<file path="config.mk">
export PLATFORM = sky130hd
export DESIGN_NAME = integrator_filter_sequencer
export DESIGN_NICKNAME = d
export VERILOG_FILES = /design/src/rtl/integrator_seq_pkg.sv /design/src/rtl/seq_valid_delay.sv /design/src/rtl/integrator_filter_sequencer.sv
export SDC_FILE = /design/constraint.sdc
export NUM_CORES = 1
export LEC_CHECK = 0
export CORE_MARGIN = 2
export CORE_UTILIZATION = 51
export CTS_CLUSTER_DIAMETER = 30
export DETAILED_ROUTE_END_ITERATION = 10
export HOLD_SLACK_MARGIN = 0.15
export PLACE_DENSITY = 0.93
export REMOVE_ABC_BUFFERS = 1
export SETUP_SLACK_MARGIN = 0.2
export SYNTH_ARGS = -nofsm -noshare
export SYNTH_HDL_FRONTEND = slang
export SYNTH_SLANG_ARGS = --single-unit
</file>
<file path="constraint.sdc">
create_clock -name clk -period 3.3 [get_ports clk]
set_clock_uncertainty 0.2 [all_clocks]
set_input_delay 0.66 -clock clk [delete_from_list [all_inputs] [get_ports clk]]
set_output_delay 0.66 -clock clk [all_outputs]
set_load 0.02 [all_outputs]
</file>
<file path="src/rtl/integrator_seq_pkg.sv">
// rtl/integrator_seq_pkg.sv - shared state encoding and default widths for the integrator filter sequencer
package integrator_seq_pkg;

    localparam int DATA_W_DEF   = 16;
    localparam int FILT_LAT_DEF = 1;

    typedef enum logic [2:0] {
        ST_IDLE   = 3'd0,
        ST_FLUSH  = 3'd1,
        ST_SETTLE = 3'd2,
        ST_ARM    = 3'd3,
        ST_STREAM = 3'd4,
        ST_DRAIN  = 3'd5,
        ST_DONE   = 3'd6
    } seq_state_e;

endpackage

</file>
<file path="src/rtl/seq_valid_delay.sv">
// rtl/seq_valid_delay.sv - fixed-depth shift register carrying valid and last alongside the filter pipeline
module seq_valid_delay #(
    parameter int DEPTH = 1
) (
    input  logic clk,
    input  logic reset,
    input  logic in_valid,
    input  logic in_last,
    output logic out_valid,
    output logic out_last
);

    logic [DEPTH-1:0] v_q, v_d;
    logic [DEPTH-1:0] l_q, l_d;

    always_comb begin
        v_d    = v_q;
        l_d    = l_q;
        v_d[0] = in_valid;
        l_d[0] = in_last;
        for (int i = 1; i < DEPTH; i++) begin
            v_d[i] = v_q[i-1];
            l_d[i] = l_q[i-1];
        end
    end

    always_ff @(posedge clk) begin
        if (reset) begin
            v_q <= '0;
            l_q <= '0;
        end else begin
            v_q <= v_d;
            l_q <= l_d;
        end
    end

    assign out_valid = v_q[DEPTH-1];
    assign out_last  = l_q[DEPTH-1];

endmodule

</file>
<file path="src/rtl/integrator_filter_sequencer.sv">
// rtl/integrator_filter_sequencer.sv - run control for the IIR integrator: flush, settle, arm, stream, drain per waveform
module integrator_filter_sequencer
    import integrator_seq_pkg::*;
#(
    parameter int DATA_W     = DATA_W_DEF,
    parameter int LEN_W      = 11,
    parameter int NUM_W      = 16,
    parameter int RST_CYC    = 5,
    parameter int SETTLE_CYC = 5,
    parameter int FILT_LAT   = FILT_LAT_DEF
) (
    input  logic              clk,
    input  logic              reset,
    input  logic              start,
    input  logic [LEN_W-1:0]  wf_len,
    input  logic [NUM_W-1:0]  wf_num,
    input  logic              s_valid,
    input  logic [DATA_W-1:0] s_data,
    output logic              s_ready,
    output logic              filt_reset,
    output logic              filt_enable,
    output logic [DATA_W-1:0] filt_x,
    input  logic [DATA_W-1:0] filt_y,
    output logic              m_valid,
    output logic [DATA_W-1:0] m_data,
    output logic              m_last,
    output logic              busy,
    output logic              done
);

    localparam int PH_MAX = (RST_CYC > SETTLE_CYC) ? ((RST_CYC > FILT_LAT) ? RST_CYC : FILT_LAT)
                                                   : ((SETTLE_CYC > FILT_LAT) ? SETTLE_CYC : FILT_LAT);
    localparam int PH_W   = $clog2(PH_MAX + 1);

    seq_state_e        state_q, state_d;
    logic [PH_W-1:0]   ph_q, ph_d;
    logic [LEN_W-1:0]  smp_cnt_q, smp_cnt_d, len_q, len_d;
    logic [NUM_W-1:0]  wf_cnt_q, wf_cnt_d, num_q, num_d;
    logic [DATA_W-1:0] filt_x_q, filt_x_d;
    logic              s_ready_q, s_ready_d;
    logic              filt_reset_q, filt_reset_d;
    logic              filt_enable_q, filt_enable_d;
    logic              busy_q, busy_d;
    logic              done_q, done_d;
    logic              beat_q, beat_d, beat_last_q, beat_last_d;
    logic              accept;

    always_comb begin
        state_d     = state_q;
        ph_d        = ph_q;
        smp_cnt_d   = smp_cnt_q;
        wf_cnt_d    = wf_cnt_q;
        len_d       = len_q;
        num_d       = num_q;
        filt_x_d    = filt_x_q;
        done_d      = 1'b0;
        beat_last_d = 1'b0;
        accept      = s_valid && s_ready_q;

        unique case (state_q)
            ST_IDLE: begin
                if (start) begin
                    if (wf_len != '0 && wf_num != '0) begin
                        state_d   = ST_FLUSH;
                        len_d     = wf_len;
                        num_d     = wf_num;
                        ph_d      = '0;
                        smp_cnt_d = '0;
                        wf_cnt_d  = '0;
                    end else begin
                        done_d = 1'b1;
                    end
                end
            end
            ST_FLUSH: begin
                if (ph_q == PH_W'(RST_CYC - 1)) begin
                    state_d = ST_SETTLE;
                    ph_d    = '0;
                end else begin
                    ph_d = ph_q + PH_W'(1);
                end
            end
            ST_SETTLE: begin
                if (ph_q == PH_W'(SETTLE_CYC - 1)) begin
                    state_d = ST_ARM;
                    ph_d    = '0;
                end else begin
                    ph_d = ph_q + PH_W'(1);
                end
            end
            ST_ARM: state_d = ST_STREAM;
            ST_STREAM: begin
                if (accept) begin
                    filt_x_d = s_data;
                    if (smp_cnt_q == len_q - LEN_W'(1)) begin
                        beat_last_d = 1'b1;
                        state_d     = ST_DRAIN;
                        ph_d        = '0;
                    end else begin
                        smp_cnt_d = smp_cnt_q + LEN_W'(1);
                    end
                end
            end
            ST_DRAIN: begin
                if (ph_q == PH_W'(FILT_LAT - 1)) begin
                    ph_d = '0;
                    if (wf_cnt_q == num_q - NUM_W'(1)) begin
                        state_d = ST_DONE;
                    end else begin
                        wf_cnt_d  = wf_cnt_q + NUM_W'(1);
                        smp_cnt_d = '0;
                        state_d   = ST_FLUSH;
                    end
                end else begin
                    ph_d = ph_q + PH_W'(1);
                end
            end
            ST_DONE: state_d = ST_IDLE;
            default: state_d = ST_IDLE;
        endcase

        // Registered outputs are decoded from the next state so they line up with state_q.
        if (state_d == ST_ARM) begin
            filt_x_d = '0;
        end
        filt_reset_d  = (state_d == ST_FLUSH);
        filt_enable_d = (state_d == ST_ARM) || accept;
        s_ready_d     = (state_d == ST_STREAM);
        busy_d        = (state_d != ST_IDLE) && (state_d != ST_DONE);
        done_d        = done_d || (state_d == ST_DONE);
        beat_d        = accept;
    end

    always_ff @(posedge clk) begin
        if (reset) begin
            state_q       <= ST_IDLE;
            ph_q          <= '0;
            smp_cnt_q     <= '0;
            wf_cnt_q      <= '0;
            len_q         <= '0;
            num_q         <= '0;
            filt_x_q      <= '0;
            s_ready_q     <= 1'b0;
            filt_reset_q  <= 1'b1;
            filt_enable_q <= 1'b0;
            busy_q        <= 1'b0;
            done_q        <= 1'b0;
            beat_q        <= 1'b0;
            beat_last_q   <= 1'b0;
        end else begin
            state_q       <= state_d;
            ph_q          <= ph_d;
            smp_cnt_q     <= smp_cnt_d;
            wf_cnt_q      <= wf_cnt_d;
            len_q         <= len_d;
            num_q         <= num_d;
            filt_x_q      <= filt_x_d;
            s_ready_q     <= s_ready_d;
            filt_reset_q  <= filt_reset_d;
            filt_enable_q <= filt_enable_d;
            busy_q        <= busy_d;
            done_q        <= done_d;
            beat_q        <= beat_d;
            beat_last_q   <= beat_last_d;
        end
    end

    // beat_q marks sample beats on filt_enable; the ARM beat never produces an output.
    seq_valid_delay #(
        .DEPTH (FILT_LAT)
    ) u_valid_delay (
        .clk       (clk),
        .reset     (reset),
        .in_valid  (beat_q),
        .in_last   (beat_last_q),
        .out_valid (m_valid),
        .out_last  (m_last)
    );

    assign m_data      = m_valid ? filt_y : '0;
    assign s_ready     = s_ready_q;
    assign filt_reset  = filt_reset_q;
    assign filt_enable = filt_enable_q;
    assign filt_x      = filt_x_q;
    assign busy        = busy_q;
    assign done        = done_q;

endmodule
</file>
After elaboration in Yosys (flattened, before gate mapping)

Index checks and enable logic that the tools add are counted.

Bits in registers: 85
Input bits: 63
Output and inout bits: 39
Word-level logic and storage cells: 97

$add $sub $neg: 5
Equal/unequal tests: 20
Muxes and demuxes: 33
Bitwise gates (word level): 2
Reduce and logical (&&, ||, !) cells: 21

Operators by type and width:

| operator                                                               | count |
|---|---|
| 16-bit 2-to-1 mux                                                      | 5 |
| 11-bit 2-to-1 mux                                                      | 6 |
| 3-bit 2-to-1 mux                                                       | 14 |
| 11-bit case mux with 3 select lines                                    | 1 |
| 16-bit case mux with 2 select lines                                    | 1 |
| 3-bit case mux with 6 select lines                                     | 1 |
| 16-bit by 1-bit adder with 16-bit output (second input constant)       | 1 |
| 16-bit equality test                                                   | 1 |
| 16-bit nonzero test                                                    | 1 |
| 16-bit by 1-bit subtractor with 16-bit output (second input constant)  | 1 |
| 3-bit equality test (second input constant)                            | 5 |
| 2-bit inequality test (second input constant)                          | 7 |
| 3-bit case mux with 4 select lines                                     | 1 |
| 11-bit by 1-bit adder with 11-bit output (second input constant)       | 1 |
| 11-bit equality test                                                   | 1 |
| 11-bit nonzero test                                                    | 1 |
| 11-bit by 1-bit subtractor with 11-bit output (second input constant)  | 1 |
| 5-bit AND reduction                                                    | 2 |
| 3-bit by 2-bit equality test with 1-bit output (second input constant) | 3 |
| 7-bit AND reduction                                                    | 1 |
| 3-bit by 1-bit equality test with 1-bit output (second input constant) | 2 |
| 3-bit zero test                                                        | 2 |
| 3-bit nonzero test                                                     | 2 |
| 1-bit 2-to-1 mux                                                       | 4 |
| other kinds (11)                                                       | 16 |

Depth between registers and ports, before layout

Depth after elaboration: 7
Gate-level depth with buffers: 13
Mapped depth without buffers: 10

By module

From an unflattened synthesis, not the netlist that was laid out.

Cells, all modules: 596
Area, all modules: 4629.4 um2

Modules (own cells, without submodules):

| module                      | times used | cells an instance | area each (um2) | seq. area each (um2) |
|---|---|---|---|---|
| integrator_filter_sequencer | 1          | 592               | 4576.9          | 1661.6 |
| seq_valid_delay             | 1          | 4                 | 52.6            | 40.0 |

Least setup slack after synthesis

OpenSTA, ideal clock, no wires.

Path kind: reg2reg
From: register num_q[0]
To: register wf_cnt_q[14]
Library setup time: 0.071 ns
Arrival time: 2.589 ns
Required time: 3.029 ns
Path slack: 0.441 ns
Cell stages (with the launch flop): 14
Buffers on the path: 3
Period minus slack after synthesis: 2.859 ns
Cells stage by stage: dfxtp_1 clkbuf_1 inv_1 ha_1 clkbuf_1 xnor3_1 and4_1 nor4_1 a2111oi_0 nand3b_1 buf_6 nand4_1 or3_1 a21oi_1

Cells in the longest elaborated chain, start to end: 4

RTL lines:

| what                                          | line                               | text |
|---|---|---|
| start, declared                               | integrator_filter_sequencer.sv:38  | `logic [NUM_W-1:0] wf_cnt_q, wf_cnt_d, num_q, num_d;` |
| start signal, assigned                        | integrator_filter_sequencer.sv:156 | `num_q <= num_d;` |
| 16-bit by 1-bit subtractor with 16-bit output | integrator_filter_sequencer.sv:107 | `if (wf_cnt_q == num_q - NUM_W'(1)) begin` |
| 16-bit equality test                          | integrator_filter_sequencer.sv:107 |  |
| 2-bit inequality test (no source line)        | --                                 |  |
| 5-bit AND reduction (no source line)          | --                                 |  |
| end signal, assigned                          | integrator_filter_sequencer.sv:154 | `wf_cnt_q <= wf_cnt_d;` |
| end, declared                                 | integrator_filter_sequencer.sv:38  |  |

No other way between the ends.
A chain may end at the register's enable or synchronous reset.

Final worst setup path

From: register len_q[3]
To: register ph_q[0]

Cells in the longest elaborated chain, start to end: 4

RTL lines:

| what                                          | line                               | text |
|---|---|---|
| start, declared                               | integrator_filter_sequencer.sv:37  | `logic [LEN_W-1:0] smp_cnt_q, smp_cnt_d, len_q, len_d;` |
| start signal, assigned                        | integrator_filter_sequencer.sv:155 | `len_q <= len_d;` |
| 11-bit by 1-bit subtractor with 11-bit output | integrator_filter_sequencer.sv:95  | `if (smp_cnt_q == len_q - LEN_W'(1)) begin` |
| 11-bit equality test                          | integrator_filter_sequencer.sv:95  |  |
| 2-bit inequality test (no source line)        | --                                 |  |
| 5-bit AND reduction (no source line)          | --                                 |  |
| end signal, assigned                          | integrator_filter_sequencer.sv:152 | `ph_q <= ph_d;` |
| end, declared                                 | integrator_filter_sequencer.sv:36  | `logic [PH_W-1:0] ph_q, ph_d;` |

No other way between the ends.

==> results.py <==
metrics = {
    "worst_hold_path": {
        "hp-start": "beat_last_q",
        "hold_class": "reg2reg",
    },
    "layout": {
        "final_cell_mix": "101 x clkdlybuf4s50_1, 81 x dfxtp_1, 61 x nand2_1, 53 x nor2_1, 49 x a21oi_1",
        "fin_nets": 743,
        "final_core_util": 0.701,
        "layout.cells.most_common": "clkdlybuf4s50_1",
        "finalInstanceArea_um2": 6110,
        "area_growth_pct": 33.2,
        "drive_gt1_frac": 0.102,
        "n_antenna_cell": 0,
    },
    "timing": {
        "setup_violations": 0,
        "fin_crit_ps": 3000,
        "rsz0062_at_grt": "no",
        "worstMarginPinSlew_ps": 591,
        "post-route-period-util": 0.910,
        "fmaxAchievable_ghz": 0.333,
        "slew_headroom": 0.602,
        "slew_violations": 0,
        "final_hold_viol_count": 0,
    },
    "placed_design": {
        "post-dp-hpwl_um": 9520,
        "io_buffers": 101,
        "gp_congestion": 0.932,
        "postPlaceCellArea_um2": 5810,
    },
    "setup_path": {
        "crit_chain": "nor4_4 -> and3_4 -> a211o_1 -> a31oi_1 -> or4_4 -> or4_4 -> a31oi_1 -> nor2_1",
        "path_buf_inv": 0,
        "r2r_start": "len_q[3]",
        "crit_type": "reg2reg",
        "cp_top_family": "simple AND/OR/NAND/NOR gates",
        "critPathRequiredTime_ps": 3360,
        "endpoint_kind": "flip-flop",
        "slowest_stage": "or4_4",
        "cp.arrival_ps": 3060,
        "start_kind": "flip-flop",
        "critical-path-max-stage-delay_ps": 590,
        "crit_start": "len_q[3]",
        "path_max_fanout": 7,
    },
    "routing": {
        "finalWirelength_um": 12700,
        "wl_per_cell_um": 16.2,
        "dr.pass1.iters": 5,
        "viasPerCell": 5.92,
        "antenna_left": 0,
        "vias": 4661,
        "drt_iter0_drc": 241,
        "post-route-drc-count": 0,
    },
    "global_routing": {
        "grt_overflow_total": 0,
        "grt_pass1_vias": 4370,
        "antenna_found_initial": 0,
        "grt_pass1_wl_um": 20600,
        "grt_max_degree": 21,
        "grt_usage": 0.255,
    },
    "synth": {
        "synth.avg_cell_area_um2": 8.14,
        "synth_cells": 564,
        "synth_edf_count": 0,
        "async_flop_share": 0,
        "ys.warnings.count": 0,
        "synth_top_flop_cell": "dfxtp_1",
        "ys_ff_latch": 85,
        "syn_area_um2": 4590,
        "synth.distinct_cells": 56,
        "synth_seq_area_share": 0.371,
    },
    "power": {
        "p_per_area_nw_per_um2": 385,
        "p_leak_nw": 2.32,
        "vdd_ir_drop_max_v": 0.000259,
    },
    "clock_tree": {
        "clk_pin_slew_ps": 90,
        "cts-buffers-inserted": 9,
        "htreeDepth": 3,
        "cts_tree": "yes",
        "cts.sinks": 85,
        "cts_root_buf": "clkbuf_8",
        "clk_path_buf_depth": 2,
        "worstSkewPairLatency_ps": 370,
    },
    "run_status": {
        "status": "completed",
    },
    "floorplanning": {
        "rows": 34,
        "fp.dieW_um": 98.9,
        "core_area_um2": 8720,
        "die_h_um": 98.9,
        "die_area_um2": 9780,
        "start_util": 0.526,
        "io_pins": 102,
    },
    "flow_run": {
        "cap_viol_max_count": 0,
    },
}
worst paths after layout:
| check | endpoint | slack [ps] | depth (start not counted) |
|---|---|---|---|
| max | ph_q[0] | 300 | 8 |
| min | u_valid_delay.out_last | 260 | 1 |
| max reg2reg | ph_q[0] | 300 | 8 |
| min reg2reg | u_valid_delay.out_last | 260 | 1 |
routing by layer:
layer / share of wire / GRT usage
met1: 0.40 / 0.307
met2: 0.50 / 0.444
met3: 0.072 / 0.0447
met4: 0.026 / 0.115
met5: 0 / 0
power breakdown:
| part | switching [W] | internal (W) | total, W |
|---|---|---|---|
| Clock | 0.000401 | 0.000430 | 0.000831 |
| Combinational | 0.000209 | 0.000227 | 0.000436 |
| Sequential | 0.0000358 | 0.00105 | 0.00109 |
cells by family (layout without fill, tap and decap cells):
group / count (synthesis) / after routing / share of synthesized area
xor gates and xnor gates: 38 / 38 / 0.0785
buffers and inverters: 38 / 153 / 0.0343
and+or+nand+nor: 262 / 262 / 0.302
DFF: 85 / 85 / 0.371
muxes: 28 / 28 / 0.0616
adders and majority gates: 6 / 6 / 0.0164
AOI/OAI and AO/OA: 107 / 107 / 0.137
stage by stage:
stage | power [W] | instances | hold slack (ps) | worst slack, ps | TNS (ps)
after floorplan | 0.00134 | 536 | 214 | -412 | -6810
after global placement | 0.00150 | 771 | 227 | 231 | 0
after detailed placement | 0.00152 | 771 | 243 | 113 | 0
after CTS | 0.00234 | 787 | 260 | 251 | 0
after global routing | 0.00245 | 787 | 267 | 212 | 0
final | 0.00236 | 787 | 257 | 298 | 0
Yosys cell counts, types with 2 or more instances:
master | count | area, um2
o21bai_1 | 3 | 22.5
clkbuf_1 | 19 | 71.3
xnor3_1 | 2 | 45.0
ha_1 | 6 | 75.1
nand3b_1 | 4 | 30.0
xnor2_1 | 23 | 201
a21oi_1 | 50 | 250
nor2_1 | 53 | 199
dfxtp_1 | 85 | 1700
and2_1 | 22 | 138
o21ai_0 | 24 | 120
nand2_1 | 61 | 229
or4_4 | 2 | 22.5
and3_1 | 12 | 75.1
a31o_2 | 2 | 17.5
and4_1 | 2 | 17.5
nand3_1 | 17 | 85.1
mux2i_1 | 26 | 260
xor2_1 | 13 | 114
nor3_1 | 12 | 60.1
inv_1 | 10 | 37.5
a211oi_1 | 3 | 22.5
buf_2 | 6 | 30.0
or2_2 | 3 | 18.8
buf_1 | 2 | 7.51
a22oi_1 | 2 | 15.0
nand4_1 | 17 | 106
nor2b_1 | 6 | 37.5
nor4_1 | 12 | 75.1
a311oi_1 | 2 | 17.5
nor4b_1 | 2 | 17.5
nand2b_1 | 8 | 50.1
or3_1 | 18 | 113
or4_1 | 4 | 30.0
mux2_2 | 2 | 22.5
a31oi_1 | 8 | 50.1
o31ai_1 | 2 | 15.0
sequential cells by signal, summed over array words and instances, names as in the netlist, 3 cells and up:
name / flops
filt_x: 16
len_q: 11
num_q: 16
ph_q: 3
smp_cnt_q: 11
state_q: 3
wf_cnt_q: 16
layout make-up:
type | instances | area (um2)
Multi-Input combinational cell | 441 | 2810
Fill cell | 648 | 2610
Sequential cell | 85 | 1710
Timing Repair Buffer | 127 | 1210
Tap cell | 108 | 135
Clock buffer | 9 | 124
Clock inverter | 7 | 96.3
Inverter | 10 | 37.5
what timing repair did:
item | in CTS | in global routing
gates resized for setup | 0 | 18
endpoints found under the setup margin | 0 | 19
setup buffers | 0 | 0
hold buffers | 0 | 0
No activity file was read; power rests on OpenSTA's default activity.
